[src/rtl/adam_sd_pkg.sv]
// Shared types and constants for the Adam SD block transfer engine.
package adam_sd_pkg;

    localparam int SD_SECT_BYTES = 512;
    localparam int SD_ADDR_W     = 9;

    typedef enum logic [2:0] {
        ST_IDLE,
        ST_ISSUE,
        ST_XFER,
        ST_NEXT,
        ST_FINISH,
        ST_ERR
    } xfer_state_t;

endpackage

[src/rtl/adam_sd_block_xfer_if.sv]
// Bundle of the request, HPS SD and buffer port-B signals around adam_sd_block_xfer.
// The transfer engine uses the slave view; the surrounding system uses the master view.
interface adam_sd_block_xfer_if #(
    parameter int ADDR_W = 10
);

    // drive emulation side
    logic        req_rd;
    logic        req_wr;
    logic [31:0] blk_lba;
    logic        busy;
    logic        done;
    logic        error;

    // HPS SD side
    logic [31:0]                        sd_lba;
    logic                               sd_rd;
    logic                               sd_wr;
    logic                               sd_ack;
    logic [adam_sd_pkg::SD_ADDR_W-1:0]  sd_buff_addr;
    logic [7:0]                         sd_buff_dout;
    logic                               sd_buff_wr;
    logic [7:0]                         sd_buff_din;

    // buffer RAM port B
    logic [ADDR_W-1:0] ram_addr;
    logic              ram_wren;
    logic [7:0]        ram_data;
    logic [7:0]        ram_q;

    modport master (
        output req_rd, req_wr, blk_lba,
        output sd_ack, sd_buff_addr, sd_buff_dout, sd_buff_wr,
        output ram_q,
        input  busy, done, error,
        input  sd_lba, sd_rd, sd_wr, sd_buff_din,
        input  ram_addr, ram_wren, ram_data
    );

    modport slave (
        input  req_rd, req_wr, blk_lba,
        input  sd_ack, sd_buff_addr, sd_buff_dout, sd_buff_wr,
        input  ram_q,
        output busy, done, error,
        output sd_lba, sd_rd, sd_wr, sd_buff_din,
        output ram_addr, ram_wren, ram_data
    );

endinterface

[src/rtl/adam_sd_block_xfer.sv]
// Moves one Adam block (SECT_PER_BLK SD sectors) between the HPS SD interface and
// port B of the disk-block buffer RAM, in either direction.
module adam_sd_block_xfer
    import adam_sd_pkg::*;
#(
    parameter int          ADDR_W       = 10,
    parameter int          SECT_PER_BLK = 2,
    parameter logic [23:0] TIMEOUT      = 24'hFFFFFF
) (
    input  logic clk_sys,
    input  logic reset,
    adam_sd_block_xfer_if.slave bus
);

    localparam int SIDX_W   = (ADDR_W > SD_ADDR_W) ? ADDR_W - SD_ADDR_W : 1;
    localparam int LOG2_SPB = $clog2(SECT_PER_BLK);
    localparam logic [SIDX_W-1:0] SIDX_LAST = SIDX_W'(SECT_PER_BLK - 1);

    xfer_state_t       state;
    xfer_state_t       state_nxt;
    logic              dir_wr;
    logic [31:0]       lba;
    logic [SIDX_W-1:0] sidx;
    logic [23:0]       tcnt;
    logic              error_r;
    logic              accept;
    logic              tcnt_last;

    assign accept    = (state == ST_IDLE) && (bus.req_rd || bus.req_wr);
    assign tcnt_last = (tcnt == TIMEOUT - 24'd1);

    // NOTE: sequential state is updated with non-blocking assignments only, so every
    // register samples the pre-edge values regardless of process evaluation order.
    always_ff @(posedge clk_sys or posedge reset) begin
        if (reset) begin
            state <= ST_IDLE;
        end else begin
            state <= state_nxt;
        end
    end

    always_comb begin
        // NOTE: default first so every path assigns state_nxt and no latch is inferred.
        state_nxt = state;
        case (state)
            ST_IDLE:   if (accept) state_nxt = ST_ISSUE;
            ST_ISSUE: begin
                if (bus.sd_ack)     state_nxt = ST_XFER;
                else if (tcnt_last) state_nxt = ST_ERR;
            end
            ST_XFER:   if (!bus.sd_ack) state_nxt = ST_NEXT;
            ST_NEXT:   state_nxt = (sidx == SIDX_LAST) ? ST_FINISH : ST_ISSUE;
            ST_FINISH: state_nxt = ST_IDLE;
            ST_ERR:    state_nxt = ST_IDLE;
            default:   state_nxt = ST_IDLE;
        endcase
    end

    // Request latch, sector index, ack timeout and sticky error.
    always_ff @(posedge clk_sys or posedge reset) begin
        if (reset) begin
            dir_wr  <= 1'b0;
            lba     <= '0;
            sidx    <= '0;
            tcnt    <= '0;
            error_r <= 1'b0;
        end else begin
            if (accept) begin
                dir_wr  <= !bus.req_rd;   // read wins a simultaneous request
                lba     <= bus.blk_lba;
                sidx    <= '0;
                error_r <= 1'b0;
            end
            if (state == ST_NEXT && sidx != SIDX_LAST) begin
                sidx <= sidx + 1'b1;
            end
            if (state == ST_ISSUE && !bus.sd_ack && tcnt_last) begin
                error_r <= 1'b1;
            end
            tcnt <= (state == ST_ISSUE) ? tcnt + 24'd1 : 24'd0;
        end
    end

    always_comb begin
        bus.busy     = (state == ST_ISSUE) || (state == ST_XFER) || (state == ST_NEXT);
        bus.done     = (state == ST_FINISH) || (state == ST_ERR);
        bus.sd_rd    = (state == ST_ISSUE) && !dir_wr;
        bus.sd_wr    = (state == ST_ISSUE) && dir_wr;
        bus.ram_addr = '0;
        // Address is presented from ISSUE so the first write-direction byte is prefetched.
        if (state == ST_ISSUE || state == ST_XFER) begin
            bus.ram_addr = ADDR_W'({sidx, bus.sd_buff_addr});
        end
        bus.ram_wren = (state == ST_XFER) && !dir_wr && bus.sd_buff_wr && bus.sd_ack;
    end

    // Sector number wraps modulo 2^32; data paths are pure pass-through.
    assign bus.sd_lba      = (lba << LOG2_SPB) + 32'(sidx);
    assign bus.error       = error_r;
    assign bus.ram_data    = bus.sd_buff_dout;
    assign bus.sd_buff_din = bus.ram_q;

endmodule
[src/flat_wrapper.sv]
// flat-port wrapper written by rule: the top's interface ports become plain ports
module adam_sd_block_xfer_flat import adam_sd_pkg::*;
#(
    parameter int          ADDR_W       = 10,
    parameter int          SECT_PER_BLK = 2,
    parameter logic [23:0] TIMEOUT      = 24'hFFFFFF
)
  (clk_sys, reset, bus_req_rd, bus_req_wr, bus_blk_lba, bus_sd_ack, bus_sd_buff_addr, bus_sd_buff_dout, bus_sd_buff_wr, bus_ram_q, bus_busy, bus_done, bus_error, bus_sd_lba, bus_sd_rd, bus_sd_wr, bus_sd_buff_din, bus_ram_addr, bus_ram_wren, bus_ram_data);
  adam_sd_block_xfer_if #(.ADDR_W(ADDR_W)) bus_i ();
  input  logic clk_sys;
  input  logic reset;
  input wire logic [$bits(bus_i.req_rd)-1:0] bus_req_rd;
  input wire logic [$bits(bus_i.req_wr)-1:0] bus_req_wr;
  input wire logic [$bits(bus_i.blk_lba)-1:0] bus_blk_lba;
  input wire logic [$bits(bus_i.sd_ack)-1:0] bus_sd_ack;
  input wire logic [$bits(bus_i.sd_buff_addr)-1:0] bus_sd_buff_addr;
  input wire logic [$bits(bus_i.sd_buff_dout)-1:0] bus_sd_buff_dout;
  input wire logic [$bits(bus_i.sd_buff_wr)-1:0] bus_sd_buff_wr;
  input wire logic [$bits(bus_i.ram_q)-1:0] bus_ram_q;
  output wire logic [$bits(bus_i.busy)-1:0] bus_busy;
  output wire logic [$bits(bus_i.done)-1:0] bus_done;
  output wire logic [$bits(bus_i.error)-1:0] bus_error;
  output wire logic [$bits(bus_i.sd_lba)-1:0] bus_sd_lba;
  output wire logic [$bits(bus_i.sd_rd)-1:0] bus_sd_rd;
  output wire logic [$bits(bus_i.sd_wr)-1:0] bus_sd_wr;
  output wire logic [$bits(bus_i.sd_buff_din)-1:0] bus_sd_buff_din;
  output wire logic [$bits(bus_i.ram_addr)-1:0] bus_ram_addr;
  output wire logic [$bits(bus_i.ram_wren)-1:0] bus_ram_wren;
  output wire logic [$bits(bus_i.ram_data)-1:0] bus_ram_data;
  assign bus_i.req_rd = bus_req_rd;
  assign bus_i.req_wr = bus_req_wr;
  assign bus_i.blk_lba = bus_blk_lba;
  assign bus_i.sd_ack = bus_sd_ack;
  assign bus_i.sd_buff_addr = bus_sd_buff_addr;
  assign bus_i.sd_buff_dout = bus_sd_buff_dout;
  assign bus_i.sd_buff_wr = bus_sd_buff_wr;
  assign bus_i.ram_q = bus_ram_q;
  assign bus_busy = bus_i.busy;
  assign bus_done = bus_i.done;
  assign bus_error = bus_i.error;
  assign bus_sd_lba = bus_i.sd_lba;
  assign bus_sd_rd = bus_i.sd_rd;
  assign bus_sd_wr = bus_i.sd_wr;
  assign bus_sd_buff_din = bus_i.sd_buff_din;
  assign bus_ram_addr = bus_i.ram_addr;
  assign bus_ram_wren = bus_i.ram_wren;
  assign bus_ram_data = bus_i.ram_data;
  adam_sd_block_xfer #(.ADDR_W(ADDR_W), .SECT_PER_BLK(SECT_PER_BLK), .TIMEOUT(TIMEOUT)) u_core (.clk_sys(clk_sys), .reset(reset), .bus(bus_i));
endmodule
[config.mk]
export PLATFORM = sky130hd
export DESIGN_NAME = adam_sd_block_xfer_flat
export DESIGN_NICKNAME = d
export VERILOG_FILES = /design/src/rtl/adam_sd_pkg.sv /design/src/rtl/adam_sd_block_xfer_if.sv /design/src/rtl/adam_sd_block_xfer.sv /design/src/flat_wrapper.sv
export SDC_FILE = /design/constraint.sdc
export NUM_CORES = 1
export LEC_CHECK = 0
export ABC_AREA = 1
export BUFFER_PORTS_ARGS = -buffer_cell sky130_fd_sc_hd__buf_2
export CAP_MARGIN = 20
export CORE_MARGIN = 2
export CORE_UTILIZATION = 52
export CTS_CLUSTER_DIAMETER = 40
export DETAILED_ROUTE_END_ITERATION = 6
export GPL_ROUTABILITY_DRIVEN = 0
export PLACE_DENSITY = 0.83
export SETUP_SLACK_MARGIN = 0.1
export SLEW_MARGIN = 20
export SYNTH_ARGS = -nofsm -noshare
export SYNTH_HDL_FRONTEND = slang
export SYNTH_SLANG_ARGS = --single-unit
[constraint.sdc]
create_clock -name clk_sys -period 5.6 [get_ports clk_sys]
set_input_delay 0.84 -clock clk_sys [delete_from_list [all_inputs] [get_ports clk_sys]]
set_output_delay 0.84 -clock clk_sys [all_outputs]
set_load 0.05 [all_outputs]
==> results of run 1 <==
-- worst max-delay path, cell delays in order, from the launching register on --
cell and delay, ns:
dfrtp_1 0.40, clkinv_1 0.16, nand3_2 0.36, nand2_1 0.17, clkinv_1 0.23, nor2_1 0.16
buf_2 0.28
-- cell usage in the layout, fill, tap and decap left out --
master and count:
nor2_4 3, and2_1 2, clkinvlp_4 1, o21ai_0 7, nor3_1 3, or2_2 2, xor2_1 4, clkbuf_8 9
clkbuf_1 2, nand2_1 155, nand3_1 7, ha_1 2, nand3_2 3, nand2_2 2, clkinv_1 2, inv_1 36
inv_2 2, o21a_1 1, nand3b_1 1, clkinv_2 4, xnor2_1 4, nor2_2 6, a21oi_1 8, dfrtp_1 61
nor2_1 63, buf_2 93, nand4_1 4, buf_4 1
-- layout make-up --
type | count | area [µm²] | share of cell area (%)
Clock inverter | 5 | 27.53 | 0.7612
Multi-Input combinational cell | 277 | 1217 | 33.67
Clock buffer | 11 | 131.4 | 3.633
Tap cell | 72 | 90.09 | 2.491
Timing Repair Buffer | 94 | 473.0 | 13.08
Inverter | 40 | 150.1 | 4.152
Sequential cell | 61 | 1526 | 42.21
-- kinds of logic (layout without fill, tap and decap cells) --
| group | Yosys count | in the layout | share of synthesized area, % |
|---|---|---|---|
| xor gates and xnor gates | 8 | 8 | 2.286 |
| buffers and inverters | 65 | 150 | 10.45 |
| adders and majority gates | 2 | 2 | 0.8165 |
| and+or+nand+nor | 251 | 251 | 33.93 |
| AOI/OAI and AO/OA | 16 | 16 | 2.695 |
| DFF | 61 | 61 | 49.82 |
-- worst max-delay path by stage --
stage / start / end / slack, ns / cells after the start
6_report: u_core.state[2] / bus_ram_addr[2] / 2.64 / 6
4_1_cts: u_core.state[2] / bus_ram_addr[2] / 2.60 / 6
3_3_place_gp: u_core.state[2] / bus_ram_addr[2] / 3.04 / 6
5_1_grt: u_core.state[2] / bus_ram_addr[6] / 2.42 / 6
2_1_floorplan: u_core.state[2] / bus_ram_addr[0] / 3.14 / 5
3_5_place_dp: u_core.state[2] / bus_ram_addr[2] / 2.98 / 6
-- per-stage QoR --
step	setup WS [ns]	instances	utilization (%)	power [W]	area, µm²
floorplan	3.142	403	-	0.001585	3064
global placement	3.039	544	61.65	0.001775	3457
detailed placement	2.976	544	61.65	0.001805	3457
CTS	2.604	560	64.48	0.002136	3616
global route	2.421	560	64.48	0.002258	3616
finish	2.639	560	64.48	0.002121	3616
-- routing by layer --
metal / vias to the layer above / GRT usage [%] / wire (µm)
met1: 1227 / 28.71 / 2909
met3: 21 / 7.333 / 520
met5: - / 0 / 0
met2: 92 / 37.50 / 3258
met4: 0 / 12.71 / 201
li1: 1352 / - / -
-- registers in the layout, indices dropped and copies added (netlist names) --
signal	cells
u_core.bus.error	1
u_core.dir_wr	1
u_core.lba	31
u_core.sidx	1
u_core.state	3
u_core.tcnt	24
-- power groups by stage --
stage / clock network, W / logic, W / registers, W
after floorplan: 0 / 0.000558 / 0.00103
after global placement: 0 / 0.00112 / 0.000654
after detailed placement: 0 / 0.00115 / 0.000657
after CTS: 0.000331 / 0.00115 / 0.000656
after global routing: 0.000349 / 0.00124 / 0.000673
final: 0.000325 / 0.00114 / 0.000657
==> results.toml, run 1 <==
[synthesis]
yosysMostFrequentCell = "nand2_1"
avgSynthCellArea_um2 = 7.603
ys_seq_elements = 61
syn_inst = 403
ys_seq_area_share_pct = 49.82
yosysUniqueCellTypes = 24
ys_top_cells_by_count = "nand2_1, nor2_1, dfrtp_1"
syn-cell-area_mm2 = 0.003064
ys_warn_count = 0
syn_nets = 468
synth_edf_count = 0
synth-main-ff-cell = "dfrtp_1"
async_flop_share_pct = 100.0
synth_largest_area_cell = "dfrtp_1"
synth.area.top_cells = "dfrtp_1, nand2_1, nor2_1"
synth_top_area_share_pct = 49.82

[floorplanning]
dieWidth_um = 80.77
die-area_mm2 = 0.006523
die_h_um = 80.77
coreArea_mm2 = 0.005608
fp-row-count = 27
start_util_pct = 54.64
io_pins = 127

[hold_path]
hold_end = "u_core.lba[20]"
holdPathStages = 2
hp-class = "reg -> reg"
hp-start = "u_core.lba[20]"

[clock_tree]
clk_path_buf_depth = 2
cts_resized = 0
cts_made_buffers = 9
cts_sinks = 61
htreeDepth = 3
cts.clk_slew.worst_paths_ns = 0.06
cts_root_buf = "clkbuf_8"
post_cts_buffers = 0
ctsHoldBuffers = 0
clock_latency_ns = 0.34
tritoncts = "yes"

[pwr]
vdd_drop_max_uv = 422.5
swShare_pct = 54.67
p_switching_w = 0.001160
p_per_area_mw_per_mm2 = 586.6
comb_power_share_pct = 53.7
power_frac_seq_pct = 31.0
leakage_nw = 1.988
p_int_w = 0.0009616
clkPwrFrac_pct = 15.3

[detailed_routing]
vias = 2692
dr.pass1.iters = 4
detail-route-antenna-nets = 0
wl_mm = 6.889
via_per_inst = 4.807
initialDrtViolationCount = 216
drc = 0
routedWlPerCell_um = 12.30

[placement]
dp_hpwl_mm = 5.006
portBuffers = 93

[global_route]
grt_use_total_pct = 23.52
grt_overflow_total = 0
antenna_found_initial = 0
grt_first_pass_wirelength_mm = 11.70
grt_pass1_vias = 2672
grt_max_degree = 62

[timing]
fin_tns_setup_ns = 0
finalSetupViolations = 0
rsz0062_at_grt = "no"
fmax_mhz = 337.8
tightest_slew_ns = 0.7419
finClkSkew_ns = 0.005877
max_slew_margin_pct = 50.54
finalCritPeriodShare_pct = 52.87
post-route-min-period_ns = 2.961
hold_viol_final = 0
whs_ns = 0.4767
drv_slew = 0

[setup_path]
timing.rr.end = "u_core.lba[11]"
path_max_fanout = 19
r2r-start = "u_core.state[1]"
arrival_ns = 2.12
worstSetupPathType = "reg -> out"
cp-start-kind = "flop"
r2r_slack_ns = 3.49
cp.required_ns = 4.76
reg2regPathDepth = 5
endpoint_kind = "output pin"

[final_layout]
nNetsFinal = 548
fillCellCount = 491
n_antenna_cell = 0
area_growth_pct = 18.01
drive_above_1_share_pct = 25.82

[run]
maxCapViolCount = 0

[status]
status = "finished, final reports clean"
Note: power is estimated with default switching activity, not from simulation.
==> run 2: changes to the inputs <==
--- a/config.mk
+++ b/config.mk
@@ -9,11 +9,11 @@
 export BUFFER_PORTS_ARGS = -buffer_cell sky130_fd_sc_hd__buf_2
 export CAP_MARGIN = 20
 export CORE_MARGIN = 2
-export CORE_UTILIZATION = 52
+export CORE_UTILIZATION = 48
 export CTS_CLUSTER_DIAMETER = 40
 export DETAILED_ROUTE_END_ITERATION = 6
 export GPL_ROUTABILITY_DRIVEN = 0
-export PLACE_DENSITY = 0.83
+export PLACE_DENSITY = 0.77
 export SETUP_SLACK_MARGIN = 0.1
 export SLEW_MARGIN = 20
 export SYNTH_ARGS = -nofsm -noshare
==> constraint.sdc (replaced) <==
create_clock -name clk_sys -period 2.75 [get_ports clk_sys]
set_input_delay 0.4125 -clock clk_sys [delete_from_list [all_inputs] [get_ports clk_sys]]
set_output_delay 0.4125 -clock clk_sys [all_outputs]
set_load 0.05 [all_outputs]
==> results.toml, run 2 (synthesized netlist as in run 1, its figures left out) <==
[status]
status = "finished, final reports clean"

[floorplanning]
start_util_pct = 48.81
die-area_mm2 = 0.007039
coreArea_mm2 = 0.006277
io_pins = 127
dieWidth_um = 83.90
die_h_um = 83.90
fp-row-count = 29

[detailed_routing]
via_per_inst = 4.755
routedWlPerCell_um = 11.86
detail-route-antenna-nets = 0
routed.top_layer = "met4"
wl_met3_um = 504
dr_wl_met2_mm = 3.155
met1_length_mm = 2.975
initialDrtViolationCount = 131
dr.pass1.iters = 4
drc = 0
wl_mm = 6.726
vias = 2696

[pwr]
p_per_area_mw_per_mm2 = 1216
comb_power_share_pct = 51.8
leakage_nw = 2.026
p_switching_w = 0.002387
p_int_w = 0.002110
clkPwrFrac_pct = 18.6
swShare_pct = 53.08
vdd_drop_max_uv = 943.9
power_frac_seq_pct = 29.6
p_total_w = 0.004497

[final_layout]
reg.largest.list = "u_core.lba x31, u_core.tcnt x24, u_core.state x3"
area_growth_pct = 20.70
nNetsFinal = 550
regMostFlops = "u_core.lba"
fillCellCount = 564
drive_above_1_share_pct = 26.53
n_antenna_cell = 0
largest_reg_flops = 31
multiInputGateArea_mm2 = 0.001217
most-common-layout-cells = "nand2_1, buf_2, nor2_1, dfrtp_1, inv_1"
layout_commonest_cell = "nand2_1"
seqCellArea_mm2 = 0.001526

[clock_tree]
tritoncts = "yes"
post_cts_buffers = 0
htreeDepth = 3
cts_made_buffers = 9
cts_sinks = 61
clock_latency_ns = 0.34
cts_resized = 0
ctsHoldBuffers = 0
cts.clk_slew.worst_paths_ns = 0.07
cts_root_buf = "clkbuf_8"
clk_path_buf_depth = 2

[timing]
fmax_mhz = 466.2
post-route-min-period_ns = 2.145
tightest_slew_ns = 0.5846
finalCritPeriodShare_pct = 78.00
drv_slew = 0
hold_viol_final = 0
fin_tns_setup_ns = 0
finalSetupViolations = 0
finClkSkew_ns = 0.007053
max_slew_margin_pct = 60.97
rsz0062_at_grt = "no"

[global_route]
grt_pass1_vias = 2600
grt_max_degree = 35
grt_overflow_total = 0
grt_use_total_pct = 19.68
antenna_found_initial = 0
grt_first_pass_wirelength_mm = 11.23

[setup_path]
path_cells = "clkinv_1 > nand3_1 > nand2_1 > clkinv_1 > nor2_1 > buf_2"
arrival_ns = 1.73
path_buf_inv = 3
worstSetupPathType = "reg -> out"
cp-start-kind = "flop"
cpLargestDelayFamily = "buffers and inverters"
path_max_fanout = 10
cp.required_ns = 2.34
crit_path_frequent_cell = "clkinv_1"
endpoint_kind = "output pin"
max_stage_delay_ns = 0.40
crit_slowest_cell = "dfrtp_1"

[placement]
portBuffers = 93
dp_hpwl_mm = 5.006

[hold_path]
hp-class = "in -> async"

[run]
maxCapViolCount = 0
-- run 2: cell types whose count changed in the layout (fill, tap and decap cells not counted), sizes merged --
cell	previous run	this run
inv	38	40
bufinv	0	1
clkinv	6	5
clkbuf	11	10
buf	94	96
clkinvlp	1	0
-- run 2: worst paths after layout --
path	start	end	slack, ns	depth (start not counted)
worst max-delay path	u_core.state[2]	bus_ram_addr[9]	0.60	6
worst min-delay path	reset	u_core.lba[27]	0.12	2
worst max register to register	u_core.tcnt[0]	u_core.tcnt[12]	1.26	7
worst min register to register	u_core.lba[7]	u_core.lba[7]	0.48	2
max in group asynchronous	reset	u_core.tcnt[21]	2.04	3
min in group clk_sys	bus_blk_lba[11]	u_core.lba[11]	0.26	3
-- run 2: cell type report --
cell class	count	share of cell area [%]
timing repair buffer	96	13.53
sequential	61	41.27
clock buffer	10	3.721
clock inverter	6	1.894
inverter	40	4.060
tap	77	2.605
multi-input combinational	277	32.92
-- run 2: metrics by stage --
stage | utilization [%] | area (µm²) | instances | worst slack, ns | hold slack (ns)
6_report | 58.92 | 3699 | 567 | 0.6049 | 0.1242
5_1_grt | 58.92 | 3699 | 567 | 0.4665 | 0.1729
3_5_place_dp | 55.61 | 3491 | 551 | 1.003 | 0.4597
2_1_floorplan | - | 3064 | 403 | 0.7191 | 0.4542
3_3_place_gp | 55.61 | 3491 | 551 | 1.030 | 0.4576
4_1_cts | 58.92 | 3699 | 567 | 0.6113 | 0.1261
-- run 2: routing by layer --
metal	global-route usage, %	up-vias
met5	0	-
met4	7.331	0
met2	32.65	90
li1	-	1361
met1	23.60	1233
met3	6.924	12
-- run 2: power by group through the flow --
stage / Clock [W] / Sequential [W] / Combinational [W]
detailed placement: 0 / 0.00133 / 0.00235
floorplan: 0 / 0.00209 / 0.00114
global placement: 0 / 0.00133 / 0.00231
global route: 0.000884 / 0.00136 / 0.00251
finish: 0.000837 / 0.00133 / 0.00233
CTS: 0.000852 / 0.00133 / 0.00234
==> run 3: changes to the inputs <==
--- a/config.mk
+++ b/config.mk
@@ -5,15 +5,15 @@
 export SDC_FILE = /design/constraint.sdc
 export NUM_CORES = 1
 export LEC_CHECK = 0
-export ABC_AREA = 1
+export ABC_AREA = 0
 export BUFFER_PORTS_ARGS = -buffer_cell sky130_fd_sc_hd__buf_2
 export CAP_MARGIN = 20
 export CORE_MARGIN = 2
-export CORE_UTILIZATION = 48
+export CORE_UTILIZATION = 43
 export CTS_CLUSTER_DIAMETER = 40
 export DETAILED_ROUTE_END_ITERATION = 6
 export GPL_ROUTABILITY_DRIVEN = 0
-export PLACE_DENSITY = 0.77
+export PLACE_DENSITY = 0.73
 export SETUP_SLACK_MARGIN = 0.1
 export SLEW_MARGIN = 20
 export SYNTH_ARGS = -nofsm -noshare
==> constraint.sdc (replaced) <==
create_clock -name clk_sys -period 1.8 [get_ports clk_sys]
set_input_delay 0.27 -clock clk_sys [delete_from_list [all_inputs] [get_ports clk_sys]]
set_output_delay 0.27 -clock clk_sys [all_outputs]
set_load 0.05 [all_outputs]
==> results.toml, run 3 <==
[global_route]
grt_use_total_pct = 19.75
grt_max_degree = 28
grt_overflow_total = 0
grt_first_pass_wirelength_mm = 11.43
grt_pass1_vias = 2483
antenna_found_initial = 0

[clock_tree]
htreeDepth = 3
cts_made_buffers = 9
tritoncts = "yes"
cts_root_buf = "clkbuf_8"
cts_sinks = 61
clock_latency_ns = 0.36
cts.clk_slew.worst_paths_ns = 0.07
clk_path_buf_depth = 2

[setup_path]
endpoint_kind = "output pin"
cp.required_ns = 1.53
cpLargestDelayFamily = "flip-flops"
cp-start-kind = "flop"
crit_slowest_cell = "dfrtp_2"
arrival_ns = 1.58
max_stage_delay_ns = 0.46
path_cells = "nand2b_4 > a21oi_4 > buf_6 > and2_4 > buf_8"
path_buf_inv = 2
cp-startpoint = "u_core.state[1]"
r2r_slack_ns = -0.03
r2r-start = "u_core.state[1]"
timing.rr.end = "u_core.lba[4]"
worstSetupPathType = "reg -> out"
path_max_fanout = 5
reg2regPathDepth = 7

[final_layout]
nNetsFinal = 452
area_growth_pct = 45.62
layout_commonest_cell = "buf_2"
n_antenna_cell = 0
largest_reg_flops = 31
stdcell_area_mm2 = 0.004285
regMostFlops = "u_core.lba"
drive_above_1_share_pct = 58.16
most-common-layout-cells = "buf_2, dfrtp_1, buf_4, mux2_2, nor2_1"
reg.largest.list = "u_core.lba x31, u_core.tcnt x24, u_core.state x3"

[hold_path]
hp-start = "bus_req_rd"
hold_end = "u_core.dir_wr"
holdPathStages = 2
hp-class = "in -> reg"

[placement]
portBuffers = 93
dp_hpwl_mm = 4.657
place_ws_ns = -0.01146
dpl_cell_area_mm2 = 0.003525

[status]
violations = "negative setup slack"
status = "finished with violations"

[synthesis]
syn_nets = 327
yosysMostFrequentCell = "dfrtp_1"
synth_top_area_share_pct = 51.87
ys_seq_area_share_pct = 51.87
synth_edf_count = 0
async_flop_share_pct = 100.0
synth-simple-area-share_pct = 18.07
synth_top_family_by_area = "simple AND/OR/NAND/NOR gates"
syn-cell-area_mm2 = 0.002943
syn_inst = 262
synth.area.mux_share_pct = 12.20
synth_fa_ha_area_share_pct = 0.8503
synth_largest_area_cell = "dfrtp_1"
ys_seq_elements = 61
synth-compound-area-share_pct = 5.740
ys_top_cells_by_count = "dfrtp_1, mux2_2, nor2_1"
synth-main-ff-cell = "dfrtp_1"
avgSynthCellArea_um2 = 11.23
yosysUniqueCellTypes = 41
synth_xor_area_share_pct = 3.869
ys_warn_count = 0
synth.area.top_cells = "dfrtp_1, mux2_2, buf_4"

[detailed_routing]
via_per_inst = 5.307
detail-route-antenna-nets = 0
routedWlPerCell_um = 17.09
wl_mm = 8.066
dr.pass1.iters = 4
drc = 0
initialDrtViolationCount = 187
vias = 2505

[timing]
rsz0062_at_grt = "yes"
fmax_mhz = 541.4
hold_viol_final = 0
worst_slack_ns = -0.04721
max_slew_margin_pct = 59.34
post-route-min-period_ns = 1.847
finalSetupViolations = 41
finClkSkew_ns = 0.007512
finalCritPeriodShare_pct = 102.6
drv_slew = 0
tightest_slew_ns = 0.6086

[pwr]
leakage_nw = 1.985
vdd_drop_max_uv = 1154
p_per_area_mw_per_mm2 = 1937

[floorplanning]
start_util_pct = 43.80
die_h_um = 86.73
fp-row-count = 30
io_pins = 127
dieWidth_um = 86.73
die-area_mm2 = 0.007521
coreArea_mm2 = 0.006719

[run]
maxCapViolCount = 0
-- run 3: changes by cell type after synthesis, moves of 6 or more --
| cell | change |
|---|---|
| and2_1 | +9 |
| inv_1 | -32 |
| mux2_2 | +31 |
| nand2_1 | -144 |
| nor2_1 | -39 |
| nor2_2 | -6 |
| o31ai_1 | +6 |
-- run 3: power breakdown --
| part | leakage, nW | internal [W] | switching (W) |
|---|---|---|---|
| Sequential | 0.770 | 0.00181 | 0.000288 |
| Combinational | 1.12 | 0.00197 | 0.00301 |
| Clock | 0.0954 | 0.000642 | 0.000582 |
-- run 3: worst reg2reg max path, cell delays in order, from the launching register on --
cell and delay, ns:
dfrtp_2 0.46, buf_4 0.16, buf_4 0.15, nor3_4 0.13, nor2b_4 0.22, buf_6 0.14, clkbuf_16 0.14, mux2_2 0.32
-- run 3: final cells by class --
type	instances	area, µm²
Multi-Input combinational cell	168	1356
Inverter	5	22.52
Clock buffer	9	123.9
Timing Repair Buffer	142	1076
Sequential cell	61	1530
Fill cell	491	2434
Clock inverter	7	76.32
Tap cell	80	100.1
-- run 3: how the worst max path moves through the flow --
| stage | endpoint | slack [ns] | cells after the start |
|---|---|---|---|
| floorplan | u_core.tcnt[22] | -0.04 | 5 |
| global placement | u_core.tcnt[22] | 0.03 | 4 |
| detailed placement | u_core.tcnt[20] | -0.01 | 4 |
| CTS | bus_ram_addr[0] | -0.02 | 5 |
| global route | bus_ram_addr[9] | -0.08 | 5 |
| finish | bus_ram_addr[7] | -0.05 | 5 |
-- run 3: timing repair --
item | CTS | global route
setup endpoints to repair | 18 | 54
pin swaps | 17 | 10
gates resized for setup | 68 | 29
hold buffers | 1 | 0
setup buffers | 15 | 7
hold endpoints to repair | 24 | 0
gates cloned | 2 | 2
-- run 3: through the flow --
stage / TNS [ns] / instances / hold WS (ns) / util [%] / total power (W)
CTS: -0.1835 / 463 / 0.1045 / 60.65 / 0.007789
detailed placement: -0.02443 / 429 / 0.3690 / 52.46 / 0.005860
floorplan: -0.07231 / 262 / 0.3557 / - / 0.005243
global placement: 0 / 429 / 0.3624 / 52.46 / 0.005783
global route: -2.590 / 472 / 0.1289 / 63.78 / 0.008622
finish: -0.9560 / 472 / 0.1182 / 63.78 / 0.008302
-- run 3: cells by family (layout without fill, tap and decap cells) --
group | after synthesis | in the layout
buffers and inverters | 33 | 163
AO/OA/AOI/OAI | 27 | 27
XOR/XNOR | 13 | 13
adder cells (fa/ha/maj) | 2 | 2
AND/OR/NAND/NOR | 94 | 94
flip-flops | 61 | 61
multiplexers | 32 | 32
-- run 3: routing by layer --
| metal | up-vias | track usage [%] | routed length [µm] |
|---|---|---|---|
| li1 | 1160 | - | - |
| met1 | 1241 | 22.98 | 3118 |
| met2 | 77 | 33.71 | 4276 |
| met3 | 27 | 6.476 | 416 |
| met4 | 0 | 7.813 | 255 |
| met5 | - | 0 | 0 |
